<file path="src/rtl/axi_lite_protocol_monitor.sv">
// Passive AXI4-Lite link checker: outstanding tracking, handshake stability, ordering and timeouts.
// Violations accumulate in sticky err_vec; first_err records the lowest rule index of the first firing cycle.
module axi_lite_protocol_monitor #(
  parameter int ADDR_WIDTH      = 32,
  parameter int DATA_WIDTH      = 32,
  parameter int MAX_OUTSTANDING = 1,
  parameter int TIMEOUT_CYCLES  = 15,
  parameter int CHECK_SLAVE     = 1
) (
  input  logic                    clk,
  input  logic                    reset,
  input  logic                    err_clear,
  input  logic                    awvalid,
  input  logic                    awready,
  input  logic [ADDR_WIDTH-1:0]   awaddr,
  input  logic [2:0]              awprot,
  input  logic                    wvalid,
  input  logic                    wready,
  input  logic [DATA_WIDTH-1:0]   wdata,
  input  logic [DATA_WIDTH/8-1:0] wstrb,
  input  logic                    bvalid,
  input  logic                    bready,
  input  logic                    arvalid,
  input  logic                    arready,
  input  logic [ADDR_WIDTH-1:0]   araddr,
  input  logic [2:0]              arprot,
  input  logic                    rvalid,
  input  logic                    rready,
  input  logic [DATA_WIDTH-1:0]   rdata,
  output logic [8:0]              err_vec,
  output logic                    err_valid,
  output logic [3:0]              first_err,
  output logic [3:0]              wr_outstanding,
  output logic [3:0]              rd_outstanding
);

  localparam logic [3:0] MAX_C     = 4'(MAX_OUTSTANDING);
  localparam bit         TO_EN     = (TIMEOUT_CYCLES != 0);
  localparam int         TO_LAST_I = (TIMEOUT_CYCLES > 0) ? TIMEOUT_CYCLES - 1 : 0;
  localparam logic [7:0] TO_LAST   = TO_LAST_I[7:0];

  // Channel index order: 0 AW, 1 W, 2 AR, 3 B, 4 R.
  logic [4:0] vld, rdy, hs, stall;
  assign vld   = {rvalid, bvalid, arvalid, wvalid, awvalid};
  assign rdy   = {rready, bready, arready, wready, awready};
  assign hs    = vld & rdy;
  assign stall = vld & ~rdy;

  logic                    armed_q;
  logic [4:0]              stall_q;
  logic                    b_rdy_q, r_rdy_q, b_hs_q, r_hs_q;
  logic [ADDR_WIDTH-1:0]   awaddr_q, araddr_q;
  logic [2:0]              awprot_q, arprot_q;
  logic [DATA_WIDTH-1:0]   wdata_q, rdata_q;
  logic [DATA_WIDTH/8-1:0] wstrb_q;
  logic [3:0]              aw_cnt_q, aw_cnt_d, w_cnt_q, w_cnt_d, rd_cnt_q, rd_cnt_d;
  logic                    aw_ovf, w_ovf, rd_ovf;
  logic [4:0][7:0]         st_tmr_q, st_tmr_d;
  logic [7:0]              wr_tmr_q, wr_tmr_d, rd_tmr_q, rd_tmr_d;
  logic [8:0]              err_vec_q, err_vec_d, viol;
  logic [3:0]              first_err_q, first_err_d;
  logic [3:0]              wr_pre;

  // Returns {overflow, next count}; a decrement at zero is ignored, an increment past MAX holds at MAX.
  function automatic logic [4:0] step_cnt(input logic [3:0] cnt, input logic inc, input logic dec);
    logic [4:0] nxt;
    nxt = {1'b0, cnt} + {4'd0, inc} - {4'd0, dec && (cnt != 4'd0)};
    if (nxt > {1'b0, MAX_C}) step_cnt = {1'b1, MAX_C};
    else                     step_cnt = {1'b0, nxt[3:0]};
  endfunction

  function automatic logic [7:0] sat_inc(input logic [7:0] t);
    sat_inc = (t == 8'hff) ? t : t + 8'd1;
  endfunction

  function automatic logic [3:0] lowest(input logic [8:0] v);
    lowest = 4'd0;
    for (int i = 8; i >= 0; i--) if (v[i]) lowest = 4'(i);
  endfunction

  assign wr_pre = (aw_cnt_q < w_cnt_q) ? aw_cnt_q : w_cnt_q;

  always_comb begin
    {aw_ovf, aw_cnt_d} = step_cnt(aw_cnt_q, hs[0], hs[3]);
    {w_ovf,  w_cnt_d}  = step_cnt(w_cnt_q,  hs[1], hs[3]);
    {rd_ovf, rd_cnt_d} = step_cnt(rd_cnt_q, hs[2], hs[4]);

    viol    = '0;
    viol[0] = stall_q[0] && (!awvalid || awaddr != awaddr_q || awprot != awprot_q);
    viol[1] = stall_q[1] && (!wvalid || wdata != wdata_q || wstrb != wstrb_q);
    viol[2] = stall_q[2] && (!arvalid || araddr != araddr_q || arprot != arprot_q);
    viol[3] = (bvalid && (aw_cnt_q == 4'd0 || w_cnt_q == 4'd0)) || (stall_q[3] && !bvalid);
    viol[4] = (rvalid && rd_cnt_q == 4'd0) || (stall_q[4] && (!rvalid || rdata != rdata_q));
    viol[5] = aw_ovf | w_ovf | rd_ovf;

    for (int i = 0; i < 5; i++) begin
      st_tmr_d[i] = stall[i] ? sat_inc(st_tmr_q[i]) : 8'd0;
      if (TO_EN && stall[i] && st_tmr_q[i] == TO_LAST) viol[6] = 1'b1;
    end

    wr_tmr_d = (wr_pre == 4'd0 || hs[3]) ? 8'd0 : sat_inc(wr_tmr_q);
    rd_tmr_d = (rd_cnt_q == 4'd0 || hs[4]) ? 8'd0 : sat_inc(rd_tmr_q);
    viol[7]  = TO_EN && ((wr_pre != 4'd0 && !hs[3] && wr_tmr_q == TO_LAST) ||
                         (rd_cnt_q != 4'd0 && !hs[4] && rd_tmr_q == TO_LAST));

    // Ready falling in the same cycle a pending valid is seen, with no handshake in between.
    viol[8] = (b_rdy_q && !b_hs_q && bvalid && !bready) ||
              (r_rdy_q && !r_hs_q && rvalid && !rready);

    if (CHECK_SLAVE == 0) begin
      viol[3] = 1'b0;
      viol[4] = 1'b0;
      viol[8] = 1'b0;
    end
    if (!armed_q) viol = '0;

    err_vec_d   = (err_clear ? 9'd0 : err_vec_q) | viol;
    first_err_d = err_clear ? 4'd0 : first_err_q;
    if ((err_clear || err_vec_q == 9'd0) && viol != 9'd0) first_err_d = lowest(viol);
  end

  always_ff @(posedge clk or posedge reset) begin
    if (reset) begin
      armed_q     <= 1'b0;
      stall_q     <= '0;
      b_rdy_q     <= 1'b0;
      r_rdy_q     <= 1'b0;
      b_hs_q      <= 1'b0;
      r_hs_q      <= 1'b0;
      awaddr_q    <= '0;
      awprot_q    <= '0;
      wdata_q     <= '0;
      wstrb_q     <= '0;
      araddr_q    <= '0;
      arprot_q    <= '0;
      rdata_q     <= '0;
      aw_cnt_q    <= '0;
      w_cnt_q     <= '0;
      rd_cnt_q    <= '0;
      st_tmr_q    <= '0;
      wr_tmr_q    <= '0;
      rd_tmr_q    <= '0;
      err_vec_q   <= '0;
      first_err_q <= '0;
    end else begin
      armed_q     <= 1'b1;
      stall_q     <= stall;
      b_rdy_q     <= bready;
      r_rdy_q     <= rready;
      b_hs_q      <= hs[3];
      r_hs_q      <= hs[4];
      awaddr_q    <= awaddr;
      awprot_q    <= awprot;
      wdata_q     <= wdata;
      wstrb_q     <= wstrb;
      araddr_q    <= araddr;
      arprot_q    <= arprot;
      rdata_q     <= rdata;
      aw_cnt_q    <= aw_cnt_d;
      w_cnt_q     <= w_cnt_d;
      rd_cnt_q    <= rd_cnt_d;
      st_tmr_q    <= st_tmr_d;
      wr_tmr_q    <= wr_tmr_d;
      rd_tmr_q    <= rd_tmr_d;
      err_vec_q   <= err_vec_d;
      first_err_q <= first_err_d;
    end
  end

  assign err_vec        = err_vec_q;
  assign err_valid      = |err_vec_q;
  assign first_err      = first_err_q;
  assign wr_outstanding = wr_pre;
  assign rd_outstanding = rd_cnt_q;

endmodule

</file>
<file path="config.mk">
export PLATFORM = sky130hd
export DESIGN_NAME = axi_lite_protocol_monitor
export DESIGN_NICKNAME = d
export VERILOG_FILES = /design/src/rtl/axi_lite_protocol_monitor.sv
export SDC_FILE = /design/constraint.sdc
export NUM_CORES = 1
export LEC_CHECK = 0
export ABC_AREA = 1
export CORE_MARGIN = 2
export CORE_UTILIZATION = 46
export CTS_BUF_LIST = sky130_fd_sc_hd__clkbuf_8 sky130_fd_sc_hd__clkbuf_16
export DETAILED_ROUTE_END_ITERATION = 10
export GPL_ROUTABILITY_DRIVEN = 0
export GPL_TIMING_DRIVEN = 0
export PLACE_DENSITY = 0.79
export SLEW_MARGIN = 40
export SYNTH_ARGS = -nofsm -noshare
export SYNTH_HDL_FRONTEND = slang
export SYNTH_SLANG_ARGS = --single-unit
</file>
<file path="constraint.sdc">
create_clock -name clk -period 10.8 [get_ports clk]
set_input_delay 2.16 -clock clk [delete_from_list [all_inputs] [get_ports clk]]
set_output_delay 2.16 -clock clk [all_outputs]
set_load 0.01 [all_outputs]
</file>
; ---- After elaboration in Yosys (flattened, before gate mapping)
; Index checks and enable logic that the tools add are counted.
[word_totals]
reg_bits = 229
in_bits = 151
output_inout_bits = 22
word_cells = 176
[classes]
n_addsub = 13
magnitude_cmp = 4
eq_ne = 28
n_mux = 36
n_bitwise = 6
reduce_logical = 64
[op_table]
columns = op, count
row1 = $ne 32x32->1, 4
row2 = $mux 8, 14
row3 = $add 8x1->8 const B, 7
row4 = $eq 8x4->1 const B, 7
row5 = $eq 8x8->1 const B, 7
row6 = $mux 4, 12
row7 = $logic_and 1x1->1, 26
row8 = $mux 9, 2
row9 = $logic_not 4->1, 4
row10 = $reduce_bool 4->1, 4
row11 = $add 4x1->5, 3
row12 = $gt 5x1->1 const B, 3
row13 = $logic_or 1x1->1, 15
row14 = $mux 5, 3
row15 = $sub 5x1->5, 3
row16 = $ne 2x2->1 const B, 7
row17 = $logic_not 1->1, 11
row18 = $and 5x5->5, 2
row19 = $logic_not 9->1, 1
row20 = $or 9x9->9, 1
row21 = $reduce_bool 9->1, 1
row22 = $reduce_or 9->1, 1
row23 = $ne 3x3->1, 2
row24 = $mux 1, 5
row25 = other kinds (5), 6

; ---- Logic depth before layout (Yosys ltp)
[logic_depth]
ltp_word = 19
mapped_depth = 24
mapped_depth_nobuf = 24

; ---- Worst setup path after synthesis
; OpenSTA, ideal clock, no wires.
[synth_timing]
path_type = input to register
from = input bvalid
to = register first_err_q[0], in the netlist first_err[0]
setup_time_ns = 0.117
arrival_time_ns = 4.415
required_ns = 10.683
slack_ns = 6.269
path_stages = 19
n_path_buf = 0
path_cell_list = nand2_1 -> a31oi_1 -> ha_1 -> inv_1 -> ha_1 -> inv_1 -> fa_1 -> o21ai_0 -> nand2_1 -> nand3_1 -> nand3_1 -> nor2_1 -> nand3_1 -> o21ai_1 -> nand4_2 -> nand2_2 -> nor2_1 -> nand2_1 -> nand2_1
[synth_via]
elab_chain_len = 15
elab_cells_between_ends = 39
cone_classes = add/sub: 2 / order compare: 2 / mux: 14 / bitwise: 4 / reduce/logical: 17
[synth_rtl]
columns = element, line_no
row1 = start: declaration, 21  ; input logic bvalid,
row2 = $and 5x5->5, 46  ; assign hs = vld & rdy;
row3 = $logic_and 1x1->1 or $logic_not 1->1 (tied branches), "67, 103"
row4 = $sub 5x1->5 or $logic_and 1x1->1 (tied branches), "67, 103"
row5 = $gt 5x1->1 or $logic_and 1x1->1 (tied branches), "68, 103"
row6 = $mux 5 or $logic_or 1x1->1 (tied branches), "68, 103"
row7 = $or 1x1->1 or $mux 9 (tied branches), "94, 115"
row8 = $or 1x1->1 or $mux 4 (tied branches), "94, 78"
row9 = $mux 9 *, 115  ; if (!armed_q) viol = '0;
row10 = $mux 4 (6 in a row), 78  ; for (int i = 8; i >= 0; i--) if (v[i]) lowest = 4'(i);
row11 = $mux 4, 119  ; if ((err_clear || err_vec_q == 9'd0) && viol != 9'd0) first_err_d = lowest(viol);
row12 = end signal: assignment, 166  ; first_err_q <= first_err_d;
row13 = end: declaration, 61  ; logic [3:0] first_err_q, first_err_d;
; Every way passes the cells marked *; elsewhere a longest branch is shown, timed or not.
; A chain may end at the register's enable or synchronous reset.

; ---- Worst setup path in the final report
[layout_timing]
from = input bready
to = register first_err_q[0], in the netlist first_err[0]
[layout_via]
elab_chain_len = 15
elab_cells_between_ends = 36
cone_classes = add/sub: 2 / order compare: 2 / mux: 14 / bitwise: 5 / reduce/logical: 13
[layout_rtl]
columns = element, line_no
row1 = start: declaration, 22  ; input logic bready,
row2 = $and 5x5->5, 46
row3 = $logic_and 1x1->1 or $logic_not 1->1 (tied branches), "67, 103"
row4 = $sub 5x1->5 or $logic_and 1x1->1 (tied branches), "67, 103"
row5 = $gt 5x1->1 or $logic_and 1x1->1 (tied branches), "68, 103"
row6 = $mux 5 or $logic_or 1x1->1 (tied branches), "68, 103"
row7 = $or 1x1->1 or $mux 9 (tied branches), "94, 115"
row8 = $or 1x1->1 or $mux 4 (tied branches), "94, 78"
row9 = $mux 9 *, 115
row10 = $mux 4 (6 in a row), 78
row11 = $mux 4, 119
; Marks and branches as above.

==> flow_summary.ini <==
[drt]
drtIter0Drc = 401
first_pass_iters = 5
via_per_inst = 4.78
wirelength_um = 23100
routedWlPerCell_um = 13.2
ant_nets = 0
route.detailed.drc = 0
vias = 8358

[floorplanning]
die_height_um = 157
floorplan.die_area_um2 = 24600
die_w_um = 157
rows = 55
coreArea_um2 = 22800
ios = 173
initial_core_util = 0.471

[global_route]
grt.overflow.total = 0
grt_use_total = 0.194
grt_pass1_wl_um = 38800
grt_pass1_vias = 8421
grt_max_degree = 79
antenna_found_initial = 0

[worst_hold_path]
min_path_cells = 1
hold_class = reg2reg

[clock_tree]
clock_sinks = 229
cts_buffer_depth = 3
clockRootBuffer = clkbuf_16
cts.clk_slew.worst_paths_ns = 0.06
clk_latency_ns = 0.51
numCtsBuffers = 25
post_cts_resized = 0
cts-hold-fix-buffers = 0
cts_setup_buffers = 0
cts_tree = yes
h-tree-depth = 1

[logic_synthesis]
yosysMostFrequentCell = nand2_1
synthMuxAreaShare = 0
synth_flop_cell = dfrtp_1
synth_compound_area_frac = 0.0682
synthArstFlopShare = 1.00
synthAdderAreaFrac = 0.0464
postSynthAreaPerCell_um2 = 8.86
ys_types = 46
synth_edf_count = 0
ys_seq_elements = 229
yosysTopAreaCell = dfrtp_1
yosysTopAreaCellShare = 0.534
synth_top_family_by_area = simple AND/OR/NAND/NOR gates
synth.area.top_cells = dfrtp_1 53%, nand2_1 9.2%, inv_1 7.5%
synth_xor_area_frac = 0.0539
synth_commonest_cells = 262 x nand2_1, 229 x dfrtp_1, 215 x inv_1
synth-seq-area-share = 0.534
yosysWarnings = 0
yosys.area_share.simple = 0.219
syn_area_um2 = 10700
synthCells = 1211

[place]
dpl_cell_area_um2 = 13000
port_buffers = 172
dp_hpwl_um = 17700

[worst_setup_path]
rrSetupSlack_ns = 7.37
critPathMaxFanout = 7
worstSetupStartpointType = input port
critPathKind = in2reg
required_ns = 11.20
end_kind = flip-flop
reg2regPathDepth = 22
cp.arrival_ns = 5.45

[pwr]
p_leak_nw = 6.57
ir_worst_vdd_v = 0.000106
power_density_nw_per_um2 = 145

[final_layout]
drive_gt1_frac = 0.0578
syn2layout_area_growth_pct = 28.0
fin_area_um2 = 13700
n_antenna_cell = 0
fillers = 1894
nets = 1610

[sta]
skew_ns = 0.0139
maxSlewViolCount = 0
grt_setup_unrepaired = false
timing.hold.ws_ns = 0.507
fmax_ghz = 0.198
setup_viol = 0
relSlewSlack = 0.615
layout_min_cycle_time_ns = 5.05
fin_crit_sh = 0.467
final_hold_viol_count = 0
worstMarginPinSlew_ns = 0.576

[outcome]
outcome = finished clean

[flow_run]
drv_cap = 0
per-layer routing:
metal | track usage | vias up | wire length, um
met5 | 0 | - | 0
met4 | 0.0625 | 0 | 608
met3 | 0.0421 | 42 | 1320
met2 | 0.336 | 188 | 11000
met1 | 0.242 | 3882 | 10100
li1 | - | 4246 | -
registers in the layout, indices dropped and copies added, names as in the netlist, 5 cells and up:
| register | count |
|---|---|
| araddr_q | 32 |
| awaddr_q | 32 |
| err_vec | 9 |
| rd_tmr_q | 8 |
| rdata_q | 32 |
| st_tmr_q | 40 |
| stall_q | 5 |
| wdata_q | 32 |
| wr_tmr_q | 8 |
worst paths after layout:
kind | start | end
setup / recovery | bready | first_err[0]
hold / removal | st_tmr_q[10] | st_tmr_q[10]
setup reg to reg | rd_outstanding[3] | first_err[0]
hold reg to reg | st_tmr_q[10] | st_tmr_q[10]
max in group asynchronous | reset | wdata_q[25]
min in group asynchronous | reset | araddr_q[21]
critical path, cell delays in order:
cell             delay [ns]
clkdlybuf4s50_1        0.58
nand2_1                0.21
a31oi_1                0.20
ha_1                   0.25
inv_1                  0.06
ha_1                   0.15
inv_1                  0.05
fa_1                   0.40
o21ai_0                0.17
nand2_1                0.09
nand3_1                0.07
nand3_1                0.07
nor2_1                 0.17
nand3_1                0.14
o21ai_1                0.23
nand4_2                0.13
nand2_2                0.14
nor2_1                 0.07
nand2_1                0.06
nand2_1                0.05
final cells by class:
class                      instances  area [um^2]  area share
buffer                             2         8.76    0.000638
timing repair buffer             175         1800       0.131
clock buffer                      32          722      0.0526
clock inverter                    10         46.3     0.00337
tap                              313          392      0.0285
inverter                         219          830      0.0604
sequential                       229         5730       0.417
multi-input combinational        769         4200       0.306
per-stage QoR:
step                      setup slack (ns)  power [mW]  utilization  TNS [ns]  instances
after floorplan                       2.36        1.09            -         0       1219
after global placement              -0.522        1.20        0.565   -115.64       1704
after detailed placement              5.28        1.21        0.569         0       1707
after CTS                             5.78        2.02        0.603         0       1749
after global routing                  5.49        2.09        0.603         0       1749
final                                 5.75        1.99        0.603         0       1749
cell usage in the layout, fill, tap and decap left out, types with 4 or more instances in the layout:
| cell type | synthesis | layout |
|---|---|---|
| ha_1 | 35 | 35 |
| xnor2_1 | 48 | 48 |
| o31ai_1 | 6 | 6 |
| o21ai_1 | 4 | 4 |
| clkbuf_8 | 0 | 7 |
| nand4_1 | 33 | 33 |
| nor2_1 | 113 | 113 |
| xor2_1 | 18 | 18 |
| nand3b_1 | 4 | 4 |
| nor3_1 | 15 | 15 |
| o21ai_0 | 43 | 43 |
| clkdlybuf4s50_1 | 0 | 172 |
| nor4_1 | 9 | 9 |
| clkbuf_16 | 0 | 25 |
| nand3_1 | 60 | 60 |
| inv_1 | 215 | 220 |
| o22ai_1 | 9 | 9 |
| or2_2 | 21 | 21 |
| o211ai_1 | 4 | 4 |
| conb_1 | 2 | 10 |
| a21oi_1 | 25 | 25 |
| nand2_2 | 7 | 7 |
| dfrtp_1 | 229 | 229 |
| nand2_1 | 262 | 262 |
| a31oi_1 | 12 | 12 |
where the power goes:
part | switching [mW] | internal [mW]
combinational | 0.130 | 0.129
clock | 0.328 | 0.465
sequential | 0.0304 | 0.906
total | 0.489 | 1.50
cell families (layout without fill, tap and decap cells):
family / count (synthesis) / count (layout)
buf+inv: 221 / 438
xor+xnor: 66 / 66
flops: 229 / 229
compound gates: 121 / 121
other cells: 2 / 10
fa+ha+maj: 38 / 38
simple gates: 534 / 534
(Power assumes the default switching activity.)
